**src/rtl/game_flow_controller_if.sv**
```systemverilog
// Control and status signals between the game flow controller and the rest of the game.
interface game_flow_controller_if;
  logic       start_btn;
  logic       frog_at_top;
  logic       frog_hit;
  logic [4:0] level;
  logic       reset_level;
  logic       level_up;
  logic       reset_frog;
  logic       move_enable;
  logic [2:0] lives;
  logic       game_over;
  logic       game_won;
  logic [2:0] state;

  modport master (
    input  start_btn, frog_at_top, frog_hit, level,
    output reset_level, level_up, reset_frog, move_enable, lives, game_over, game_won, state
  );

  modport slave (
    output start_btn, frog_at_top, frog_hit, level,
    input  reset_level, level_up, reset_frog, move_enable, lives, game_over, game_won, state
  );
endinterface

```
**src/rtl/game_flow_controller.sv**
```systemverilog
// Game flow FSM: idle, play, timed level/death pauses and game over, with lives tracking.
module game_flow_controller #(
  parameter int unsigned PAUSE_CYCLES = 25000000,
  parameter int unsigned START_LIVES  = 3,
  parameter int unsigned MAX_LEVEL    = 31
) (
  input logic                     clk,
  input logic                     rst_n,
  game_flow_controller_if.master  bus
);

  localparam logic [24:0] PauseLast  = 25'(PAUSE_CYCLES - 1);
  localparam logic [2:0]  StartLives = 3'(START_LIVES);
  localparam logic [4:0]  MaxLevel   = 5'(MAX_LEVEL);

  typedef enum logic [2:0] {
    StIdle       = 3'd0,
    StPlay       = 3'd1,
    StLevelPause = 3'd2,
    StDeathPause = 3'd3,
    StGameOver   = 3'd4
  } state_e;

  state_e      state_q, state_d;
  logic [24:0] cnt_q, cnt_d;
  logic [2:0]  lives_q, lives_d;
  logic        start_q, top_q, hit_q, armed_q;
  logic        reset_level_q, reset_level_d;
  logic        level_up_q, level_up_d;
  logic        reset_frog_q, reset_frog_d;
  logic        game_won_q, game_won_d;
  logic        move_enable_q, game_over_q;
  logic        start_edge, top_edge, hit_edge;

  // armed_q blocks a button that was already held when reset was released.
  assign start_edge = bus.start_btn & ~start_q & armed_q;
  assign top_edge   = bus.frog_at_top & ~top_q;
  assign hit_edge   = bus.frog_hit & ~hit_q;

  always_comb begin
    state_d       = state_q;
    cnt_d         = cnt_q;
    lives_d       = lives_q;
    game_won_d    = game_won_q;
    reset_level_d = 1'b0;
    level_up_d    = 1'b0;
    reset_frog_d  = 1'b0;
    case (state_q)
      StIdle: begin
        if (start_edge) begin
          state_d       = StPlay;
          reset_level_d = 1'b1;
          reset_frog_d  = 1'b1;
          lives_d       = StartLives;
          game_won_d    = 1'b0;
        end
      end
      StPlay: begin
        // A hit takes priority over a simultaneous top crossing.
        if (hit_edge) begin
          if (lives_q > 3'd1) begin
            state_d      = StDeathPause;
            lives_d      = lives_q - 3'd1;
            reset_frog_d = 1'b1;
            cnt_d        = '0;
          end else begin
            state_d    = StGameOver;
            lives_d    = 3'd0;
            game_won_d = 1'b0;
          end
        end else if (top_edge) begin
          if (bus.level < MaxLevel) begin
            state_d      = StLevelPause;
            level_up_d   = 1'b1;
            reset_frog_d = 1'b1;
            cnt_d        = '0;
          end else begin
            state_d    = StGameOver;
            game_won_d = 1'b1;
          end
        end
      end
      StLevelPause, StDeathPause: begin
        if (cnt_q == PauseLast) begin
          state_d = StPlay;
        end else begin
          cnt_d = cnt_q + 25'd1;
        end
      end
      StGameOver: begin
        if (start_edge) begin
          state_d    = StIdle;
          game_won_d = 1'b0;
          lives_d    = 3'd0;
        end
      end
      default: state_d = StIdle;
    endcase
  end

  always_ff @(posedge clk or negedge rst_n) begin
    if (!rst_n) begin
      state_q       <= StIdle;
      cnt_q         <= '0;
      lives_q       <= '0;
      start_q       <= 1'b0;
      top_q         <= 1'b0;
      hit_q         <= 1'b0;
      armed_q       <= 1'b0;
      reset_level_q <= 1'b0;
      level_up_q    <= 1'b0;
      reset_frog_q  <= 1'b0;
      game_won_q    <= 1'b0;
      move_enable_q <= 1'b0;
      game_over_q   <= 1'b0;
    end else begin
      state_q       <= state_d;
      cnt_q         <= cnt_d;
      lives_q       <= lives_d;
      start_q       <= bus.start_btn;
      top_q         <= bus.frog_at_top;
      hit_q         <= bus.frog_hit;
      armed_q       <= armed_q | ~bus.start_btn;
      reset_level_q <= reset_level_d;
      level_up_q    <= level_up_d;
      reset_frog_q  <= reset_frog_d;
      game_won_q    <= game_won_d;
      move_enable_q <= (state_d == StPlay);
      game_over_q   <= (state_d == StGameOver);
    end
  end

  assign bus.state       = state_q;
  assign bus.lives       = lives_q;
  assign bus.reset_level = reset_level_q;
  assign bus.level_up    = level_up_q;
  assign bus.reset_frog  = reset_frog_q;
  assign bus.move_enable = move_enable_q;
  assign bus.game_over   = game_over_q;
  assign bus.game_won    = game_won_q;

endmodule

```
**src/flat_wrapper.sv**
```systemverilog
// flat-port wrapper written by rule: the top's interface ports become plain ports
module game_flow_controller_flat 
#(
  parameter int unsigned PAUSE_CYCLES = 25000000,
  parameter int unsigned START_LIVES  = 3,
  parameter int unsigned MAX_LEVEL    = 31
)
  (clk, rst_n, bus_start_btn, bus_frog_at_top, bus_frog_hit, bus_level, bus_reset_level, bus_level_up, bus_reset_frog, bus_move_enable, bus_lives, bus_game_over, bus_game_won, bus_state);
  game_flow_controller_if bus_i ();
  input logic clk;
  input logic rst_n;
  input wire logic [$bits(bus_i.start_btn)-1:0] bus_start_btn;
  input wire logic [$bits(bus_i.frog_at_top)-1:0] bus_frog_at_top;
  input wire logic [$bits(bus_i.frog_hit)-1:0] bus_frog_hit;
  input wire logic [$bits(bus_i.level)-1:0] bus_level;
  output wire logic [$bits(bus_i.reset_level)-1:0] bus_reset_level;
  output wire logic [$bits(bus_i.level_up)-1:0] bus_level_up;
  output wire logic [$bits(bus_i.reset_frog)-1:0] bus_reset_frog;
  output wire logic [$bits(bus_i.move_enable)-1:0] bus_move_enable;
  output wire logic [$bits(bus_i.lives)-1:0] bus_lives;
  output wire logic [$bits(bus_i.game_over)-1:0] bus_game_over;
  output wire logic [$bits(bus_i.game_won)-1:0] bus_game_won;
  output wire logic [$bits(bus_i.state)-1:0] bus_state;
  assign bus_i.start_btn = bus_start_btn;
  assign bus_i.frog_at_top = bus_frog_at_top;
  assign bus_i.frog_hit = bus_frog_hit;
  assign bus_i.level = bus_level;
  assign bus_reset_level = bus_i.reset_level;
  assign bus_level_up = bus_i.level_up;
  assign bus_reset_frog = bus_i.reset_frog;
  assign bus_move_enable = bus_i.move_enable;
  assign bus_lives = bus_i.lives;
  assign bus_game_over = bus_i.game_over;
  assign bus_game_won = bus_i.game_won;
  assign bus_state = bus_i.state;
  game_flow_controller #(.PAUSE_CYCLES(PAUSE_CYCLES), .START_LIVES(START_LIVES), .MAX_LEVEL(MAX_LEVEL)) u_core (.clk(clk), .rst_n(rst_n), .bus(bus_i));
endmodule
```
**config.mk**
```make
export PLATFORM = sky130hd
export DESIGN_NAME = game_flow_controller_flat
export DESIGN_NICKNAME = d
export VERILOG_FILES = /design/src/rtl/game_flow_controller_if.sv /design/src/rtl/game_flow_controller.sv /design/src/flat_wrapper.sv
export SDC_FILE = /design/constraint.sdc
export NUM_CORES = 1
export LEC_CHECK = 0
export ABC_AREA = 1
export CAP_MARGIN = 20
export CORE_ASPECT_RATIO = 0.8
export CORE_UTILIZATION = 30
export DETAILED_ROUTE_END_ITERATION = 16
export GPL_TIMING_DRIVEN = 0
export PLACE_DENSITY = 0.55
export REMOVE_ABC_BUFFERS = 1
export SLEW_MARGIN = 15
export SYNTH_ARGS = -nofsm -noshare
export SYNTH_HDL_FRONTEND = slang
export SYNTH_SLANG_ARGS = --single-unit
```
**constraint.sdc**
```tcl
create_clock -name clk -period 2.13 [get_ports clk]
set_clock_uncertainty 0.1 [all_clocks]
set_input_delay 0.639 -clock clk [delete_from_list [all_inputs] [get_ports clk]]
set_output_delay 0.639 -clock clk [all_outputs]
set_load 0.1 [all_outputs]
```
==> results of run 1 <==
what timing repair did:
item	in CTS	in global routing
cloned	0	0
resized for setup	42	5
pin swaps	0	1
buffers inserted	0	2
setup endpoints to repair	38	26
cells by family (layout without fill, tap and decap cells):
group	count (synthesis)	count (layout)	synth area share
adders and majority gates	3	3	0.0155
xor gates and xnor gates	11	11	0.0398
and+or+nand+nor	206	206	0.365
DFF	41	41	0.424
AOI/OAI and AO/OA	37	37	0.0874
buffers and inverters	40	68	0.0688
power breakdown:
group / internal (uW) / total [uW] / switching, uW / leakage (uW)
logic: 394 / 1450 / 1060 / 0.000658
clock network: 351 / 656 / 305 / 0.0000543
registers: 993 / 1270 / 278 / 0.000532
total: 1740 / 3380 / 1640 / 0.00124
cell type report:
class / count / area [um2] / area share
multi-input combinational: 257 / 1260 / 0.432
sequential: 41 / 1030 / 0.350
timing repair buffer: 24 / 256 / 0.0876
inverter: 36 / 135 / 0.0462
tap: 105 / 131 / 0.0449
clock buffer: 5 / 68.8 / 0.0235
clock inverter: 3 / 46.3 / 0.0158
flip-flops by register name, summed over array words and instances (netlist names):
signal	flops
u_core.cnt_q	25
u_core.bus.lives	3
u_core.bus.state	3
u_core.armed_q	1
u_core.bus.game_over	1
u_core.bus.game_won	1
u_core.bus.level_up	1
u_core.bus.move_enable	1
u_core.bus.reset_frog	1
u_core.bus.reset_level	1
u_core.hit_q	1
u_core.start_q	1
u_core.top_q	1
metal layers:
layer	track usage	routed length (um)	vias up
li1	-	-	1138
met1	0.224	3100	1015
met2	0.238	2390	30
met3	0.0253	250	8
met4	0.0514	81	0
met5	0	0	-
worst paths after layout:
| kind | slack, ps | startpoint | endpoint |
|---|---|---|---|
| min in group clk | 380 | u_core.armed_q | u_core.armed_q |
| max in group asynchronous | 1220 | rst_n | u_core.cnt_q[21] |
| worst min-delay path | 220 | rst_n | u_core.bus.lives[2] |
| worst max-delay path | 100 | u_core.bus.state[2] | bus_state[2] |
| worst min register to register | 380 | u_core.armed_q | u_core.armed_q |
| worst max register to register | 160 | u_core.cnt_q[0] | u_core.cnt_q[4] |
through the flow:
step | setup TNS (ps) | hold slack [ps] | instances | utilization
after floorplan | -3580 | 243 | 334 | -
after global placement | -43210 | 355 | 460 | 0.359
after detailed placement | -8800 | 353 | 461 | 0.362
after CTS | 0 | 240 | 469 | 0.381
after global routing | -19.5 | 260 | 471 | 0.385
final | 0 | 219 | 471 | 0.385
cell usage after synthesis, drive strengths merged:
cell	number
a21o	1
a21oi	2
a22oi	2
a2bb2oi	2
buf	3
clkbuf	1
dfrtp	41
ha	3
inv	36
nand2	108
nand3	32
nand3b	1
nand4	8
nor2	52
nor3	3
nor3b	1
o21ai	27
o21bai	3
or2	1
xnor2	4
xor2	7
==> results.md, run 1 <==
- Outcome: finished, final reports clean
- Rows: 28
- Die area: 8430 um2
- Mapped Avg Cell Area: slightly above 7 um2
- H-tree Lvls: 2
- Vias per Instance: approximately 4.7
- Initial antenna violation count: 0
- Cell area after layout: 2930 um2
- # clock sinks: 41
- Die X: 102 um
- Top-Level Pins: 22
- Ant. Diodes: 0
- Sequential-to-total area share from yosys stat: 0.424
- Synth top area cells: dfrtp_1 42%, nand2_1 16%, nor2_1 7.6%, nand3_1 6.2%, inv_1 5.6%
- Syn Std Cell Area: 2420 um2
- VDD IR max: 0.654 mV
- HPWL reported at the end of detailed placement: 4.40 mm
- Crit path cell chain: buf_2
- FF+latch count, synth: 41
- Number of global-route vias before repair: a little over 2000
- Period Utilization, post-route: 0.955
- Final setup violation count: 0
- DRC: 0
- Synth Instances: 338
- GRT Total Usage: 0.156
- Inserted Clock Buffers: 5
- Min-Delay Path Class: input pin to async pin
- Die extent in y: 82.3 um
- Data arrival, critical path: 1300 ps
- Largest area contributor in the netlist: dfrtp_1
- Buf+Inv Stages, Crit Path: 1
- Pre-antenna DRT Iters: 4
- Unique masters post-synth: 29
- CP Depth: 1
- Endpoints failing hold: 0
- CTS tree: built
- Routed vias: 2191
- Area of placed instances: 2750 um2
- Synth warnings: 0
- Routed WL per cell: 12.4 um
- Setup CP Type: flop to primary output
- CP startpoint kind: flop
- PortBufs: 21
- R2R depth: 9
- Commonest cells after routing, fill and taps aside: 104 x nand2_1, 47 x nor2_1, 41 x dfrtp_1, 36 x inv_1, 30 x nand3_1
- Clk_lat worst skew: 300 ps
- Post-place setup slack: -502 ps
- Crit end category: primary output
- Final global-route overflow total: 0
- CP max stage cell: dfrtp_1
- Clock buffer depth: 2
- CP peak stage delay: 500 ps
- Max Freq: 491 MHz
- Max-cap violation count: 0
- Max FO, Critical Path: 7
- Pwr Density: 1150 nW/um2
- Most common cell after layout, fill and taps aside: nand2_1
- Slew HR: 0.622
- Post-cts hold buffer count: 0
- Final Max Tran Viols: 0
- Number of nets with antenna violations after routing: 0
- Leak pwr: 0.00124 uW
- Fillers: 815
- Starting density of the core: 0.318
- Fin nets: approximately 380
- Root buf cell: clkbuf_8
- Worst path required time: 1390 ps
- DR iter-0 viols: 117
- Global-route wire length before repair: 9.90 mm
- Core region area: approximately 7600 um2
- Placer Congestion: between 0.8 and 0.9
- Worst-path clk slew: 90 ps
- Area delta synth->final: 21.0%
- Largest net degree at the start of global routing: 27
- Pwr Total: 3380 uW
- Fin worst setup slack: 95.3 ps
- Drt total wl: 5.82 mm
- Post-synth top area share: 0.424
- CP delay by family, top: flip-flops
- Worst Max-Slew Pin Slew: between 500 and 600 ps
- Layout cells sized above 1: 0.104
- Tmin final: 2030 ps
Power figures use the tool's default switching activity.
==> inputs of run 2 (changes only) <==
Settings changed: CAP_MARGIN 20 to 10, CORE_ASPECT_RATIO 0.8 to default.
==> run 2 against run 1 <==
  * First-iteration DRC count rose by 4.3%
  * Utilization decreased by 0.51 points
  * Via count up 1.1%
  * Clock-buffer cell count increased by 1
  * Total power shrank 0.57%
  * Sequential power hardly changed
  * Combinational power increased by 6%
  * Worst hold slack lost 130 ps
  * Largest cell class unchanged
  * Largest power group unchanged
==> results.md, run 2 (synthesized netlist as in run 1, its figures left out) <==
- Outcome: finished, final reports clean
- CP startpoint kind: flop
- GRT Total Usage: 0.155 (-0.000665)
- DR iter-0 viols: 122 (+4.3%)
- Worst-path clk slew: 90 ps (about the same)
- # clock sinks: 41 (unchanged)
- Reg-to-reg slack, setup: 210 ps (+50 ps)
- Top reg by flops: u_core.cnt_q
- Die area: 8430 um2 (about the same)
- Largest net degree at the start of global routing: 33 (+22%)
- Data arrival, critical path: 1330 ps (+30 ps)
- Max FO, Critical Path: 4 (-3)
- Worst r2r dst: u_core.cnt_q[24]
- Pwr Density: 1140 nW/um2 (-1.4%)
- Worst path required time: 1390 ps (about the same)
- CP delay by family, top: buffers and inverters
- Rows: 32 (+14%)
- Final setup violation count: 0 (unchanged)
- Vias per Instance: 4.71 (+1.4%)
- Commonest cells after routing, fill and taps aside: 104 x nand2_1, 46 x nor2_1, 40 x dfrtp_1, 36 x inv_1, 30 x nand3_1
- Min-Delay Path Class: input pin to async pin
- Most common cell after layout, fill and taps aside: nand2_1
- Crit path cell chain: clkdlybuf4s15_2
- Setup TNS: 0 ps (unchanged)
- Number of global-route vias before repair: 2241 (+8.4%)
- CP peak stage delay: 590 ps (+90 ps)
- Fin nets: 381 (+0.79%)
- Routed WL per cell: 13.1 um (+5.6%)
- Hold WS: 86.8 ps (-132 ps)
- Inserted Clock Buffers: 5 (unchanged)
- Layout Utilization: 0.380 (-0.00513)
- Area delta synth->final: 22.0%
- Ant. Diodes: 0 (unchanged)
- Starting density of the core: 0.312 (-0.00677)
- Reg2reg start: u_core.bus.state[2]
- Max-cap violation count: 0 (unchanged)
- CTS tree: built
- Placer Congestion: 0.855 (-1.6%)
- Post-cts hold buffer count: 0 (unchanged)
- Core region area: 7770 um2 (+2.2%)
- CP Depth: 1 (unchanged)
- Number of nets with antenna violations after routing: 0 (unchanged)
- Layout cells sized above 1: 0.114 (+0.0103)
- Die extent in y: 91.8 um (+12%)
- Slew HR: 0.628 (+0.00617)
- Crit end category: primary output
- Worst setup path startpoint: u_core.bus.state[0]
- Met3 wire length: 226 um (-9.6%)
- Global-route wire length before repair: 10.3 mm (+3.8%)
- Worst Max-Slew Pin Slew: 561 ps (-6.64 ps)
- DRC: 0 (unchanged)
- R2R depth: 5 (-4)
- Initial antenna violation count: 0 (unchanged)
- Pwr Total: 3360 uW (-0.57%)
- VDD IR max: 0.544 mV (-17%)
- CP endpoint: bus_state[0]
- Buf+Inv Stages, Crit Path: 1 (unchanged)
- Period Utilization, post-route: 0.969 (+0.0142)
- CP max stage cell: clkdlybuf4s15_2
- WL met2: 2.89 mm (+21%)
- Die X: 91.8 um (-10%)
- Clk_lat worst skew: 300 ps (about the same)
- Top sig layer: met4
- Clock buffer depth: 2 (unchanged)
- Top-Level Pins: 22 (unchanged)
- Largest register FFs: 25 (unchanged)
- Final Max Tran Viols: 0 (unchanged)
- Drt total wl: 6.14 mm (+5.4%)
- Leak pwr: 0.00126 uW (+1.2%)
- H-tree Lvls: 2 (unchanged)
- Final global-route overflow total: 0 (unchanged)
- PortBufs: 21 (unchanged)
- Tmin final: 2060 ps (+30.3 ps)
- HPWL reported at the end of detailed placement: 4.36 mm (-1.1%)
- Root buf cell: clkbuf_8
- Metal-1 WL: 2.94 mm (-5.2%)
- Pre-antenna DRT Iters: 5 (+1)
- Endpoints failing hold: 0 (unchanged)
- Max Freq: 484 MHz (-1.5%)
- Setup CP Type: flop to primary output
- Routed vias: 2216 (+1.1%)
[run 2: changes by cell type in the layout (fill, tap and decap cells not counted), sizes merged]
cell    previous run  this run
bufinv             1         0
clkbuf             5         6
clkinv             1         0
buf                5         6
nand2            108       110
[run 2: worst min path at each step]
stage	endpoint	depth (start not counted)	from
floorplan	u_core.armed_q	0	rst_n
global placement	u_core.armed_q	1	u_core.armed_q
detailed placement	u_core.armed_q	1	u_core.armed_q
CTS	u_core.cnt_q[10]	1	rst_n
global route	u_core.cnt_q[10]	1	rst_n
finish	u_core.cnt_q[7]	1	rst_n
[run 2: what timing repair did]
item | CTS | global route
buffers inserted | 0 | 3
resized for setup | 42 | 8
pin swaps | 0 | 3
gates cloned | 0 | 2
setup endpoints to repair | 37 | 26
[run 2: routing by layer]
metal | vias to the layer above | GRT usage
met1 | 1030 | 0.194
met5 | - | 0
li1 | 1141 | -
met3 | 6 | 0.0357
met2 | 39 | 0.261
met4 | 0 | 0.0573
[run 2: metrics by stage]
stage	instance area [um2]	instances	worst slack (ps)
after floorplan	2390	334	-301
after global placement	2730	457	-845
after detailed placement	2740	458	-402
after CTS	2860	465	9.92
after global routing	2950	470	-6.26
final	2950	470	65.0
[run 2: area by class of cell]
| class | instances | area, um2 |
|---|---|---|
| clock inverters | 1 | 7.51 |
| flip-flops and latches | 41 | 1030 |
| clock buffers | 6 | 82.6 |
| fillers | 826 | 4820 |
| repair buffers | 25 | 269 |
| inverters | 36 | 135 |
| well taps | 102 | 128 |
| multi-input cells | 259 | 1300 |
[run 2: where the power goes]
group,total (uW),leakage (uW),internal [uW],switching [uW]
Combinational,1540,0.000685,435,1100
Clock,547,0.0000433,257,290
Sequential,1270,0.000531,995,278
Total,3360,0.00126,1690,1670
